$ cat config.mk
export PLATFORM = sky130hd
export DESIGN_NAME = pipeline_ctrl
export DESIGN_NICKNAME = d
export VERILOG_FILES = /design/src/rtl/pipeline_ctrl_pkg.sv /design/src/rtl/pipeline_ctrl_hazard_detect.sv /design/src/rtl/pipeline_ctrl.sv
export SDC_FILE = /design/constraint.sdc
export NUM_CORES = 1
export LEC_CHECK = 0
export CORE_MARGIN = 2
export CORE_UTILIZATION = 45
export DETAILED_ROUTE_END_ITERATION = 6
export GPL_TIMING_DRIVEN = 0
export PLACE_DENSITY = 0.77
export SYNTH_ARGS = -nofsm -noshare
export SYNTH_HDL_FRONTEND = slang
export SYNTH_SLANG_ARGS = --single-unit
$ cat constraint.sdc
create_clock -name clk -period 2.7 [get_ports clk]
set_input_delay 0.675 -clock clk [delete_from_list [all_inputs] [get_ports clk]]
set_output_delay 0.675 -clock clk [all_outputs]
set_load 0.1 [all_outputs]
$ cat src/rtl/pipeline_ctrl_pkg.sv
// -----------------------------------------------------------------------------
// Shared types for the pipeline stall/flush sequencer.
//
//   common : short scalar/vector aliases used across the core
//            (u1 single bit, u5 register index).
//   pipes  : pipeline-control specific types.
//            ctrl_state_t  - sequencer state (RUN / EX_WAIT)
//            stage_ctrl_t  - stall/flush pair for one pipeline register
//            REG_ZERO      - architectural zero register index
// -----------------------------------------------------------------------------
package common;
    typedef logic       u1;
    typedef logic [4:0] u5;
endpackage : common

package pipes;
    import common::*;

    typedef enum logic {
        RUN     = 1'b0,
        EX_WAIT = 1'b1
    } ctrl_state_t;

    typedef struct packed {
        logic stall;
        logic flush;
    } stage_ctrl_t;

    localparam u5 REG_ZERO = 5'd0;
endpackage : pipes

$ cat src/rtl/pipeline_ctrl_hazard_detect.sv
// -----------------------------------------------------------------------------
// hazard_detect
//   Purely combinational load-use compare between the instruction in decode
//   and a load sitting in execute. A load targeting x0 never creates a hazard
//   because x0 is never written.
//
// Ports:
//   d_rs1, d_rs2         in  decode source register indices
//   d_use_rs1, d_use_rs2 in  decode instruction actually reads rs1 / rs2
//   e_is_load            in  execute instruction is a load
//   e_rd                 in  execute destination register
//   load_use             out decode must wait one cycle for the load data
// -----------------------------------------------------------------------------
module hazard_detect
    import common::*;
    import pipes::*;
(
    input  u5 d_rs1,
    input  u5 d_rs2,
    input  u1 d_use_rs1,
    input  u1 d_use_rs2,
    input  u1 e_is_load,
    input  u5 e_rd,
    output u1 load_use
);

    u1 rs1_hit;
    u1 rs2_hit;

    assign rs1_hit  = d_use_rs1 && (d_rs1 == e_rd);
    assign rs2_hit  = d_use_rs2 && (d_rs2 == e_rd);
    assign load_use = e_is_load && (e_rd != REG_ZERO) && (rs1_hit || rs2_hit);

endmodule : hazard_detect

$ cat src/rtl/pipeline_ctrl.sv
// -----------------------------------------------------------------------------
// pipeline_ctrl
//   Central stall/flush sequencer for the five-stage pipeline. Drives the
//   stall and synchronous-clear inputs of the fetch_decode, decode_execute,
//   execute_memory and memory_writeback registers, which stay passive.
//
//   Each cycle exactly one condition wins, in this order:
//     1. data memory wait     : freeze everything, bubble into writeback
//     2. multi-cycle execute  : freeze F/D/E, bubble into memory
//     3. branch redirect      : squash decode and execute, no stalls
//     4. load-use hazard      : freeze F/D, bubble into execute
//     5. instruction mem wait : freeze PC, bubble into decode
//   stall_* and flush_* are combinational, valid in the cycle the hazard is
//   visible. A register is never stalled and flushed in the same cycle.
//
// Ports:
//   clk               in  core clock, rising edge
//   reset             in  asynchronous active-low reset
//   imem_busy         in  fetch waiting on instruction memory
//   dmem_busy         in  memory stage waiting on data memory
//   d_rs1, d_rs2      in  decode source register indices
//   d_use_rs1/2       in  decode reads rs1 / rs2
//   e_is_load         in  execute instruction is a load
//   e_rd              in  execute destination register
//   ex_multi_start    in  execute holds a multi-cycle mul/div
//   ex_multi_done     in  one-cycle pulse, multi-cycle result ready
//   branch_redirect   in  execute resolved a taken branch/jump
//   stall_f/d/e/m     out hold PC / fetch_decode / decode_execute / execute_memory
//   flush_d/e/m/w     out clear fetch_decode / decode_execute / execute_memory /
//                         memory_writeback to a bubble
//   fetch_kill        out discard the next instruction returned by imem
//   ex_timeout        out sticky, multi-cycle watchdog fired
//   perf_stall_cnt    out cycles with stall_f asserted (wraps)
//   dbg_state         out current sequencer state
// -----------------------------------------------------------------------------
module pipeline_ctrl
    import common::*;
    import pipes::*;
#(
    parameter int MAX_EX_CYCLES = 64,
    parameter int CNT_W         = 32
) (
    input  logic             clk,
    input  logic             reset,
    input  logic             imem_busy,
    input  logic             dmem_busy,
    input  logic [4:0]       d_rs1,
    input  logic [4:0]       d_rs2,
    input  logic             d_use_rs1,
    input  logic             d_use_rs2,
    input  logic             e_is_load,
    input  logic [4:0]       e_rd,
    input  logic             ex_multi_start,
    input  logic             ex_multi_done,
    input  logic             branch_redirect,
    output logic             stall_f,
    output logic             stall_d,
    output logic             stall_e,
    output logic             stall_m,
    output logic             flush_d,
    output logic             flush_e,
    output logic             flush_m,
    output logic             flush_w,
    output logic             fetch_kill,
    output logic             ex_timeout,
    output logic [CNT_W-1:0] perf_stall_cnt,
    output ctrl_state_t      dbg_state
);

    localparam int EX_CNT_W = (MAX_EX_CYCLES > 2) ? $clog2(MAX_EX_CYCLES) : 1;
    localparam logic [EX_CNT_W-1:0] EX_CNT_LAST = EX_CNT_W'(MAX_EX_CYCLES - 1);

    ctrl_state_t         state;
    ctrl_state_t         state_next;
    logic [EX_CNT_W-1:0] ex_cnt;
    logic [EX_CNT_W-1:0] ex_cnt_next;
    logic                timeout_fire;
    logic                kill_set;
    logic                multi_wait;
    u1                   load_use;

    logic                pc_stall;
    stage_ctrl_t         ctl_d;
    stage_ctrl_t         ctl_e;
    stage_ctrl_t         ctl_m;
    stage_ctrl_t         ctl_w;

    hazard_detect u_hazard_detect (
        .d_rs1     (d_rs1),
        .d_rs2     (d_rs2),
        .d_use_rs1 (d_use_rs1),
        .d_use_rs2 (d_use_rs2),
        .e_is_load (e_is_load),
        .e_rd      (e_rd),
        .load_use  (load_use)
    );

    // The done cycle of a multi-cycle op is not stalled: the result leaves
    // execute that cycle, so lower-priority conditions get to act on it.
    assign multi_wait = !ex_multi_done &&
                        ((state == EX_WAIT) || ((state == RUN) && ex_multi_start));

    // -------------------------------------------------------------------------
    // Stall / flush selection
    // -------------------------------------------------------------------------
    always_comb begin
        pc_stall = 1'b0;
        ctl_d    = '0;
        ctl_e    = '0;
        ctl_m    = '0;
        ctl_w    = '0;
        kill_set = 1'b0;

        if (!reset) begin
            // Clear every pipeline register while the core is held in reset.
            ctl_d.flush = 1'b1;
            ctl_e.flush = 1'b1;
            ctl_m.flush = 1'b1;
            ctl_w.flush = 1'b1;
        end else if (dmem_busy) begin
            pc_stall    = 1'b1;
            ctl_d.stall = 1'b1;
            ctl_e.stall = 1'b1;
            ctl_m.stall = 1'b1;
            ctl_w.flush = 1'b1;
        end else if (multi_wait) begin
            pc_stall    = 1'b1;
            ctl_d.stall = 1'b1;
            ctl_e.stall = 1'b1;
            ctl_m.flush = 1'b1;
        end else if (branch_redirect) begin
            ctl_d.flush = 1'b1;
            ctl_e.flush = 1'b1;
            // The fetch still in flight belongs to the wrong path.
            kill_set    = imem_busy;
        end else if (load_use) begin
            // One cycle suffices: the flushed bubble replaces the load in
            // execute, so the compare clears on its own next cycle.
            pc_stall    = 1'b1;
            ctl_d.stall = 1'b1;
            ctl_e.flush = 1'b1;
        end else if (imem_busy) begin
            pc_stall    = 1'b1;
            ctl_d.flush = 1'b1;
        end
    end

    assign stall_f = pc_stall;
    assign stall_d = ctl_d.stall;
    assign stall_e = ctl_e.stall;
    assign stall_m = ctl_m.stall;
    assign flush_d = ctl_d.flush;
    assign flush_e = ctl_e.flush;
    assign flush_m = ctl_m.flush;
    assign flush_w = ctl_w.flush;

    // -------------------------------------------------------------------------
    // Sequencer next state and watchdog counter
    // -------------------------------------------------------------------------
    always_comb begin
        state_next   = state;
        ex_cnt_next  = ex_cnt;
        timeout_fire = 1'b0;

        unique case (state)
            RUN: begin
                if (ex_multi_start && !ex_multi_done && !dmem_busy) begin
                    state_next = EX_WAIT;
                end
            end
            EX_WAIT: begin
                // A data-memory wait freezes the whole pipeline, including
                // the watchdog, so memory latency never counts against it.
                if (!dmem_busy) begin
                    if (ex_multi_done) begin
                        state_next  = RUN;
                        ex_cnt_next = '0;
                    end else if (ex_cnt == EX_CNT_LAST) begin
                        state_next   = RUN;
                        ex_cnt_next  = '0;
                        timeout_fire = 1'b1;
                    end else begin
                        ex_cnt_next = ex_cnt + EX_CNT_W'(1);
                    end
                end
            end
            default: begin
                state_next  = RUN;
                ex_cnt_next = '0;
            end
        endcase
    end

    // -------------------------------------------------------------------------
    // State registers
    // -------------------------------------------------------------------------
    always_ff @(posedge clk or negedge reset) begin
        if (!reset) begin
            state          <= RUN;
            ex_cnt         <= '0;
            ex_timeout     <= 1'b0;
            fetch_kill     <= 1'b0;
            perf_stall_cnt <= '0;
        end else begin
            state  <= state_next;
            ex_cnt <= ex_cnt_next;

            if (timeout_fire) begin
                ex_timeout <= 1'b1;
            end

            // The first cycle imem is no longer busy returns the wrong-path
            // instruction; the kill covers exactly that one.
            if (kill_set) begin
                fetch_kill <= 1'b1;
            end else if (!imem_busy) begin
                fetch_kill <= 1'b0;
            end

            if (pc_stall) begin
                perf_stall_cnt <= perf_stall_cnt + CNT_W'(1);
            end
        end
    end

    assign dbg_state = state;

endmodule : pipeline_ctrl
==> impl_results.md <==
- First-pass GRT wire length: 8490 um
- Vias: 1907
- H-tree depth: 2
- Synth Cell Area: 2220 sq um
- Die width: 74.3 um
- Placer Congestion: approximately 0.8
- Fraction of layout cells with a size suffix above 1: 19.5%
- Worst-Skew Late Latency: 0.29 ns
- Vias in the first global route: between 1500 and 2000
- Predominant post-synthesis flop cell: dfrtp_1
- Pwr dens: 825 nW/um^2
- Crit start category: input port
- Final Critical Period: 2.76 ns
- Most common cell after layout, fill and taps aside: dfrtp_1
- Final WL: 5200 um
- Rows: 25
- Final setup viols: 1
- Max Cap Violations: 0
- Routed vias/inst: 5.24
- Synth Instances: 216
- Total die area: 5520 sq um
- CTS clk-pin slew, worst paths: 0.07 ns
- Pin count of the biggest net entering global routing: 38
- Router iterations before antenna repair: 4
- Syn Nets: 243
- Hold Crit Class: in2async
- Overflow after GRT: 0
- Final hold vios: 0
- Fmax: roughly 0.36 GHz
- Initial antenna violation count: 0
- Most frequent cells in the layout: 40 x dfrtp_1, 38 x clkdlybuf4s50_1, 27 x xor2_1, 23 x nand2_1, 12 x nor3_1
- Worst slack at placement: -1.43 ns
- Per-cell routed wire length: 14.3 um
- Final nets: ~320
- Post-synth EDFFs: 0
- Status: finished with violations
- IO Port Bufs: 67
- Diode count: 0
- Clock buffer depth: 2
- Area contributors post-synth: dfrtp_1 46%, xor2_1 11%, xnor2_1 5.5%
- PnR worst setup slack: -0.0579 ns
- FFs w/ async S/R, synth: 100%
- Initial DRC count: 107
- Final Max Slew Viols: 0
- Critical path class: in2out
- Avg Inst Size Synth: 10.3 sq um
- IO Count: 68
- Worst-path maximum fanout: 2
- Period Utilization, post-route: 102%
- Slew HR: 31.1%
- Final Skew: approximately 0.010 ns
- RR Startpoint: dbg_state
- DRT antenna net count: 0
- Num Clock Sinks: 41
- Worst-Margin Slew: 1.03 ns
- DP Wirelength: 3760 um
- Synth Register Bits: 41
- Crit path capture type: output port
- Power, Total: 2.70 mW
- CTS tree: built
- Static Leak: 1.41 nW
- Synth area leader: dfrtp_1
- Worst path arrival time: 2.08 ns
- Synth cell types: 46
- Root Buffer: clkbuf_8
- Drt drc: 0
- Final Util: a little under 70%
- Setup TNS: -0.0579 ns
- Critical Path RT: 2.03 ns
- Worst VDD drop: 0.844 mV
- Tot GR Track Use: roughly 20%
- Failing checks: setup timing
- RSZ-0062 raised after global routing: true
- Register area share after synthesis: 46.1%
- R2R depth: 7
- Die Y: around 74 um
- Starting Density: 46.8%
- Num CTS Buffers: 5
- Yosys warnings: 0
- Area Overhead vs Synth: 47.3%
- Synth top area share: 46.1%
- FF-to-FF End: perf_stall_cnt[1]
- Reg2Reg Setup Slack: 0.67 ns
- Core area: ~4800 sq um
[area by class of cell]
cell class,instances,area [sq um]
well taps,67,83.8
inverters,5,22.5
repair buffers,73,737
plain buffers,6,50.0
flip-flops and latches,41,1030
clock inverters,2,37.5
clock buffers,6,82.6
fillers,380,1480
multi-input cells,164,1230
[per-layer routing]
layer  GRT usage [%]  wire, um  up-vias
met5               0         0        -
met4            6.15        68        0
met2            34.6      2610       51
met3            4.34       249        7
met1            25.2      2270      929
li1                -         -      920
[where the power goes]
group          internal, mW  switching, mW  total (mW)
Clock                 0.301          0.207       0.507
Combinational         0.345          0.973        1.32
Sequential            0.729          0.149       0.878
[sequential cells by signal, indices dropped and copies added, names as in the netlist]
name            count
perf_stall_cnt     32
fetch_kill          1
dbg_state           1
ex_cnt              6
ex_timeout          1
[synth_stat cells, drive strengths merged (2+ instances only)]
library cell  instances
or2                   2
nor2b                 2
nor3                 13
dfrtp                41
clkbuf                2
nor2                  9
nor3b                 3
xnor2                14
a21o                  3
nand2b                5
o31ai                 2
nand2                25
xor2                 27
nor4                 11
and2                  2
nor4b                 2
o21ai                 6
and3                  4
inv                   5
ha                    2
nand4                 8
buf                   4
a21oi                 5
nand3                 7
o21a                  2
[stage by stage]
step	instances	hold WS [ns]	instance area, sq um
detailed placement	351	0.452	3030
global route	364	0.248	3280
floorplan	216	0.379	2260
finish	364	0.242	3280
CTS	362	0.238	3220
global placement	350	0.448	3010
[how the worst max path moves through the flow]
stage | startpoint | to | slack (ns)
finish | e_rd[4] | stall_f | -0.06
detailed placement | e_rd[1] | stall_f | -1.43
floorplan | ex_multi_start | stall_f | -0.17
global placement | reset | stall_f | -2.68
CTS | e_rd[4] | stall_f | -0.09
global route | e_rd[4] | stall_f | -0.10
[cells by family after synthesis]
family	synth area share [%]
AOI/OAI and AO/OA	7.26
xor gates and xnor gates	16.2
adders and majority gates	1.13
buffers and inverters	2.93
DFF	46.1
muxes	0.957
and+or+nand+nor	25.4
[critical path, cell delays in order]
cell	delay (ns)
buf_8	0.10
or4_4	0.53
o21ai_4	0.15
nor3b_2	0.08
a21oi_4	0.16
buf_8	0.13
clkinvlp_4	0.09
buf_12	0.17
[repair_timing]
item                       in CTS  in global routing
setup endpoints to repair       8                  5
buffers inserted                3                  2
pin swaps                      19                 17
gates cloned                    0                  0
gates resized for setup        90                 17
hold buffers                    0                  0
No activity file was read; power rests on OpenSTA's default activity.
